==> config.mk <==
export PLATFORM = sky130hd
export DESIGN_NAME = gsx_frame_sequencer
export DESIGN_NICKNAME = d
export VERILOG_FILES = /design/src/rtl/gsx_pkg.sv /design/src/rtl/gsx_rx_filter.sv /design/src/rtl/gsx_frame_sequencer.sv
export SDC_FILE = /design/constraint.sdc
export NUM_CORES = 1
export LEC_CHECK = 0
export CELL_PAD_IN_SITES_DETAIL_PLACEMENT = 1
export CELL_PAD_IN_SITES_GLOBAL_PLACEMENT = 1
export CORE_MARGIN = 2
export CORE_UTILIZATION = 35
export CTS_CLUSTER_SIZE = 16
export DETAILED_ROUTE_END_ITERATION = 7
export PLACE_DENSITY_LB_ADDON = 0.05
export SLEW_MARGIN = 20
export SYNTH_ARGS = -nofsm -noshare
export SYNTH_HDL_FRONTEND = slang
export SYNTH_SLANG_ARGS = --single-unit
==> constraint.sdc <==
create_clock -name wSClock -period 2.7 [get_ports wSClock]
set_clock_uncertainty 0.1 [all_clocks]
set_input_delay 0.27 -clock wSClock [delete_from_list [all_inputs] [get_ports wSClock]]
set_output_delay 0.27 -clock wSClock [all_outputs]
set_load 0.1 [all_outputs]
==> src/rtl/gsx_pkg.sv <==
// Shared FSM encoding, filter constants and frame-geometry helper for the SGPIO frame sequencer.
package gsx_pkg;

  typedef enum logic [1:0] {
    ST_IDLE  = 2'd0,
    ST_RUN   = 2'd1,
    ST_DRAIN = 2'd2
  } gsx_state_e;

  localparam int                 MATCH_W   = 4;
  localparam logic [MATCH_W-1:0] MATCH_MAX = 4'd15;

  function automatic int frame_bits(input int modules);
    return modules * 8;
  endfunction

endpackage

==> src/rtl/gsx_rx_filter.sv <==
// Receive assembler and glitch filter: a frame is published only after MATCH_FRAMES identical
// consecutive frames, with a one-cycle update pulse when the published value changes.
module gsx_rx_filter
  import gsx_pkg::*;
#(
  parameter int N            = 24,
  parameter int MATCH_FRAMES = 2,
  localparam int KW          = $clog2(N)
) (
  input  logic          wSClock,
  input  logic          iReset,
  input  logic          i_sample,
  input  logic [KW-1:0] i_bit_idx,
  input  logic          i_bit,
  input  logic          i_frame_end,
  output logic [N-1:0]  o_data,
  output logic          o_update
);

  localparam logic [MATCH_W-1:0] MATCH_TGT = MATCH_W'(MATCH_FRAMES);

  logic [N-2:0]       r_rx;
  logic [N-1:0]       r_cand;
  logic [N-1:0]       r_data;
  logic [MATCH_W-1:0] r_match;
  logic               r_update;

  logic [N-1:0]       w_frame;
  logic [N-1:0]       w_cand_next;
  logic [MATCH_W-1:0] w_match_next;
  logic               w_publish;

  // Bit N-1 arrives on the frame-end edge itself, so it is spliced in combinationally.
  assign w_frame = {i_bit, r_rx};

  always_comb begin
    // NOTE: every always_comb output gets a default first so no path can infer a latch.
    w_cand_next  = r_cand;
    w_match_next = r_match;
    if (w_frame != r_cand) begin
      w_cand_next  = w_frame;
      w_match_next = MATCH_W'(1);
    end else if (r_match != MATCH_MAX) begin
      w_match_next = r_match + MATCH_W'(1);
    end
  end

  assign w_publish = i_frame_end && (w_match_next >= MATCH_TGT) && (w_cand_next != r_data);

  always_ff @(posedge wSClock) begin
    if (!iReset) begin
      r_rx     <= '0;
      r_cand   <= '0;
      r_data   <= '0;
      r_match  <= '0;
      r_update <= 1'b0;
    end else begin
      r_update <= w_publish;
      if (i_sample && !i_frame_end) r_rx[i_bit_idx] <= i_bit;
      if (i_frame_end) begin
        r_cand  <= w_cand_next;
        r_match <= w_match_next;
      end
      if (w_publish) r_data <= w_cand_next;
    end
  end

  assign o_data   = r_data;
  assign o_update = r_update;

endmodule

==> src/rtl/gsx_frame_sequencer.sv <==
// SGPIO master frame sequencer: shifts fixed-length frames on wSClock, arbitrates the transmit
// vector between two requesters at frame boundaries and filters the received frames.
module gsx_frame_sequencer
  import gsx_pkg::*;
#(
  parameter int  TOTAL_OUTPUT_MODULES = 3,
  parameter int  MATCH_FRAMES         = 2,
  localparam int N                    = frame_bits(TOTAL_OUTPUT_MODULES)
) (
  input  logic         wSClock,
  input  logic         iReset,
  input  logic         iEnable,
  input  logic         iReqA,
  input  logic [N-1:0] ivDataA,
  output logic         oGntA,
  input  logic         iReqB,
  input  logic [N-1:0] ivDataB,
  output logic         oGntB,
  output logic         oSLoad,
  output logic         oSDataOut,
  input  logic         iSDataIn,
  output logic [N-1:0] ovDataIn,
  output logic         oInUpdate,
  output logic         oFrameDone,
  output logic         oBusy
);

  localparam int            KW     = $clog2(N);
  localparam logic [KW-1:0] K_LAST = KW'(N - 1);

  gsx_state_e    r_state;
  gsx_state_e    w_state_next;
  logic [KW-1:0] r_k;
  logic [N-1:0]  r_shadow;
  logic          r_sload;
  logic          r_sdata;
  logic          r_gnt_a;
  logic          r_gnt_b;
  logic          r_rr_b;
  logic          r_tail;
  logic          r_frame_done;

  logic [KW-1:0] w_k_next;
  logic          w_sload_next;
  logic          w_sdata_next;
  logic          w_shifting;
  logic          w_last;
  logic          w_boundary;
  logic          w_tie;
  logic          w_pick_a;
  logic          w_pick_b;
  logic          w_rx_sample;
  logic [KW-1:0] w_rx_idx;

  assign w_shifting = (r_state != ST_IDLE);
  assign w_last     = (r_k == K_LAST);
  assign w_boundary = iEnable && ((r_state == ST_IDLE) || ((r_state == ST_RUN) && w_last));
  assign w_tie      = iReqA && iReqB;
  assign w_pick_a   = w_boundary && iReqA && (!iReqB || !r_rr_b);
  assign w_pick_b   = w_boundary && iReqB && (!iReqA || r_rr_b);

  // The pin shows bit k-1 while bit k is issued; r_tail flags bit N-1 still on the pin.
  assign w_rx_sample = (w_shifting && (r_k != '0)) || r_tail;
  assign w_rx_idx    = r_tail ? K_LAST : r_k - KW'(1);

  always_ff @(posedge wSClock) begin
    // NOTE: sequential state uses non-blocking assignments so every flop samples pre-edge values.
    if (!iReset) r_state <= ST_IDLE;
    else         r_state <= w_state_next;
  end

  always_comb begin
    w_state_next = r_state;
    case (r_state)
      ST_IDLE:  if (iEnable) w_state_next = ST_RUN;
      ST_RUN: begin
        if (!iEnable) w_state_next = w_last ? ST_IDLE : ST_DRAIN;
      end
      ST_DRAIN: if (w_last) w_state_next = ST_IDLE;
      default:  w_state_next = ST_IDLE;
    endcase
  end

  always_comb begin
    w_k_next     = '0;
    w_sload_next = 1'b1;
    w_sdata_next = 1'b1;
    if (w_shifting) begin
      w_k_next     = w_last ? '0 : r_k + KW'(1);
      w_sload_next = w_last;
      w_sdata_next = r_shadow[r_k];
    end
  end

  always_ff @(posedge wSClock) begin
    if (!iReset) begin
      r_k          <= '0;
      r_shadow     <= '0;
      r_sload      <= 1'b1;
      r_sdata      <= 1'b1;
      r_gnt_a      <= 1'b0;
      r_gnt_b      <= 1'b0;
      r_rr_b       <= 1'b0;
      r_tail       <= 1'b0;
      r_frame_done <= 1'b0;
    end else begin
      r_k          <= w_k_next;
      r_sload      <= w_sload_next;
      r_sdata      <= w_sdata_next;
      r_gnt_a      <= w_pick_a;
      r_gnt_b      <= w_pick_b;
      r_tail       <= w_shifting && w_last;
      r_frame_done <= r_tail;
      if (w_pick_a)      r_shadow <= ivDataA;
      else if (w_pick_b) r_shadow <= ivDataB;
      // On a tie the pointer moves to the requester that lost.
      if (w_boundary && w_tie) r_rr_b <= w_pick_a;
    end
  end

  gsx_rx_filter #(
    .N            (N),
    .MATCH_FRAMES (MATCH_FRAMES)
  ) u_rx_filter (
    .wSClock     (wSClock),
    .iReset      (iReset),
    .i_sample    (w_rx_sample),
    .i_bit_idx   (w_rx_idx),
    .i_bit       (iSDataIn),
    .i_frame_end (r_tail),
    .o_data      (ovDataIn),
    .o_update    (oInUpdate)
  );

  assign oGntA      = r_gnt_a;
  assign oGntB      = r_gnt_b;
  assign oSLoad     = r_sload;
  assign oSDataOut  = r_sdata;
  assign oFrameDone = r_frame_done;
  assign oBusy      = w_shifting;

endmodule
==> flow_metrics.env <==
export IMPL_tightest_slew_ns=0.910
export IMPL_status="completed"
export IMPL_vias=4496
export IMPL_cts_sinks=114
export IMPL_final_setup_tns_ns=0
export IMPL_synth_ff_type="dfxtp_1"
export IMPL_hpwl_mm=10.7
export IMPL_synth_top_area_cell="dfxtp_1"
export IMPL_slew_headroom=0.385
export IMPL_hold_violations=0
export IMPL_drtIter0Drc=222
export IMPL_max_freq_mhz=402
export IMPL_critPathCaptureType="flop"
export IMPL_grt_pass1_vias=4710
export IMPL_ys_types=47
export IMPL_holdBufCountCts=0
export IMPL_drtAntennaViolNets=0
export IMPL_ys_seq_area_frac=0.417
export IMPL_drc=0
export IMPL_total_power_w=0.00439
export IMPL_core_area_um2=15300
export IMPL_cts_root_buf="clkbuf_16"
export IMPL_fin_crit_ns=2.49
export IMPL_slew_viol_final=0
export IMPL_synth_area_per_cell_um2=9.41
export IMPL_ys_ff_latch=114
export IMPL_synthCells=582
export IMPL_post_route_period_util=0.921
export IMPL_setup_ws_ns=0.215
export IMPL_holdPathStages=3
export IMPL_yosysWarnings=0
export IMPL_cp_required_ns=2.89
export IMPL_grt_usage=0.192
export IMPL_antenna_found_initial=0
export IMPL_fillCellCount=1701
export IMPL_first_pass_iters=4
export IMPL_cts_tree="built"
export IMPL_synthesis_nets=640
export IMPL_antennaDiodeCount=0
export IMPL_cts_buffer_depth=2
export IMPL_ys_top_cells_by_area="dfxtp_1 (42%), mux2i_1 (18%), nor2_1 (5.8%)"
export IMPL_cts_max_level=4
export IMPL_cts_buffers=17
export IMPL_netlist_area_um2=5480
export IMPL_setup_viol=0
export IMPL_grt_max_degree=76
export IMPL_crit_fanout=8
export IMPL_io_pins=85
export IMPL_area_growth_pct=30.8
export IMPL_grt_overflow_total=0
export IMPL_grt_pass1_wl_mm=24.6
export IMPL_port_buffers=84
export IMPL_viasPerCell=5.00
export IMPL_path_class="flop to flop"
export IMPL_grt_setup_unrepaired="false"
export IMPL_p_leak_nw=2.76
export IMPL_dieHeight_um=129
export IMPL_wl_mm=15.2
export IMPL_yosys_area_top_type_share=0.417
export IMPL_synth_top_cells_by_count="dfxtp_1 (114), mux2i_1 (96), nor2_1 (84)"
export IMPL_synth_edf_count=0
export IMPL_power_density_nw_per_um2=612
export IMPL_fin_hold_ws_ns=0.343
export IMPL_reg2regPathDepth=8
export IMPL_fp_row_count=45
export IMPL_synthArstFlopShare=0
export IMPL_layout_drive_gt1_share=0.154
export IMPL_final_nets=733
export IMPL_fp_dieW_um=129
export IMPL_clkTransAtPathRegs_ns=0.06
export IMPL_vdd_ir_drop_max_mv=0.426
export IMPL_cp_start_kind="flop"
export IMPL_hold_path_class="input port to flop"
export IMPL_wl_per_cell_um=16.9
export IMPL_place_gp_congestion=0.788
export IMPL_drv_cap=0
export IMPL_yosysMostFrequentCell="dfxtp_1"
export IMPL_die_area_um2=16700
export IMPL_dpl_worst_slack_ns=0.145
export IMPL_start_util=0.359
export IMPL_clk_latency_ns=0.42
export IMPL_worst_ep_arrival_time_ns=2.68
layout by cell type, fill, tap and decap left out, types with 2 or more instances in the layout:
cell,n
a211oi_1,26
a21oi_1,5
and2_1,4
buf_12,3
buf_4,56
bufinv_16,3
clkbuf_1,2
clkbuf_16,17
clkbuf_8,2
clkdlybuf4s50_1,52
clkinv_2,6
clkinvlp_4,2
dfxtp_1,113
ha_1,4
inv_1,4
inv_2,2
mux2i_1,96
mux4_2,7
nand2_1,55
nand2b_1,5
nand3_1,24
nand4_1,8
nand4b_1,2
nor2_1,84
nor3_1,9
nor4_1,12
o211a_1,2
o21ai_0,2
o31ai_1,3
or4_1,3
xnor2_1,28
xor2_1,26
through the flow:
stage,util,instance area (um2),cells
finish,0.470,7170,899
detailed placement,0.431,6570,867
global placement,0.431,6570,867
CTS,0.470,7160,899
global route,0.470,7170,899
floorplan,-,5480,582
flip-flops by register name (all words and copies together) (netlist names), 2 cells and up:
| signal | count |
|---|---|
| r_k | 5 |
| r_shadow | 24 |
| u_rx_filter.r_cand | 24 |
| u_rx_filter.o_data | 24 |
| r_state | 2 |
| u_rx_filter.r_match | 4 |
| u_rx_filter.r_rx | 23 |
power breakdown:
part / internal [W] / switching [W]
clock: 0.00149 / 0.000790
sequential: 0.00172 / 0.0000243
combinational: 0.000167 / 0.000196
layout make-up:
type,count,area (um2),area share
Clock inverter,11,135,0.0189
Timing Repair Buffer,112,1010,0.140
Tap cell,211,264,0.0368
Inverter,6,22.5,0.00314
Sequential cell,114,2280,0.319
Clock buffer,21,460,0.0643
Multi-Input combinational cell,424,2990,0.418
metal layers:
layer | part of all wire | GRT usage | vias up
met2 | 0.48 | 0.311 | 43
li1 | - | - | 2217
met5 | 0 | 0 | -
met4 | 0.0066 | 0.0518 | 0
met3 | 0.026 | 0.0487 | 7
met1 | 0.49 | 0.255 | 2229
path summary, 6_finish.rpt:
kind / endpoint / start / slack, ns
worst max-delay path: u_rx_filter.r_rx[22]$_SDFFE_PN0P_ / r_k[0]$_SDFF_PP0_ / 0.21
worst min-delay path: u_rx_filter.o_data[0]$_SDFFE_PN0P_ / iReset / 0.34
worst max register to register: u_rx_filter.r_rx[22]$_SDFFE_PN0P_ / r_k[0]$_SDFF_PP0_ / 0.21
worst min register to register: u_rx_filter.o_data[16]$_SDFFE_PN0P_ / u_rx_filter.o_data[16]$_SDFFE_PN0P_ / 0.39
cell families after synthesis:
logic type | count (synthesis) | share of synthesized area
AOI/OAI and AO/OA | 47 | 0.0653
xor gates and xnor gates | 54 | 0.0863
adders and majority gates | 4 | 0.00913
buffers and inverters | 44 | 0.0372
DFF | 114 | 0.417
muxes | 103 | 0.204
and+or+nand+nor | 216 | 0.181
worst max-delay path, stage by stage, from the launching register on:
cell,delay [ns]
dfxtp_1,0.50
inv_2,0.13
ha_1,0.22
nor4b_1,0.20
or3_1,0.44
a2111oi_1,0.36
buf_4,0.20
mux2i_1,0.18
nor2_1,0.05
timing repair:
action	4_1_cts	5_1_grt
setup buffers	0	0
endpoints found under the setup margin	0	1
gates resized for setup	0	1
Power figures use the tool's default switching activity.
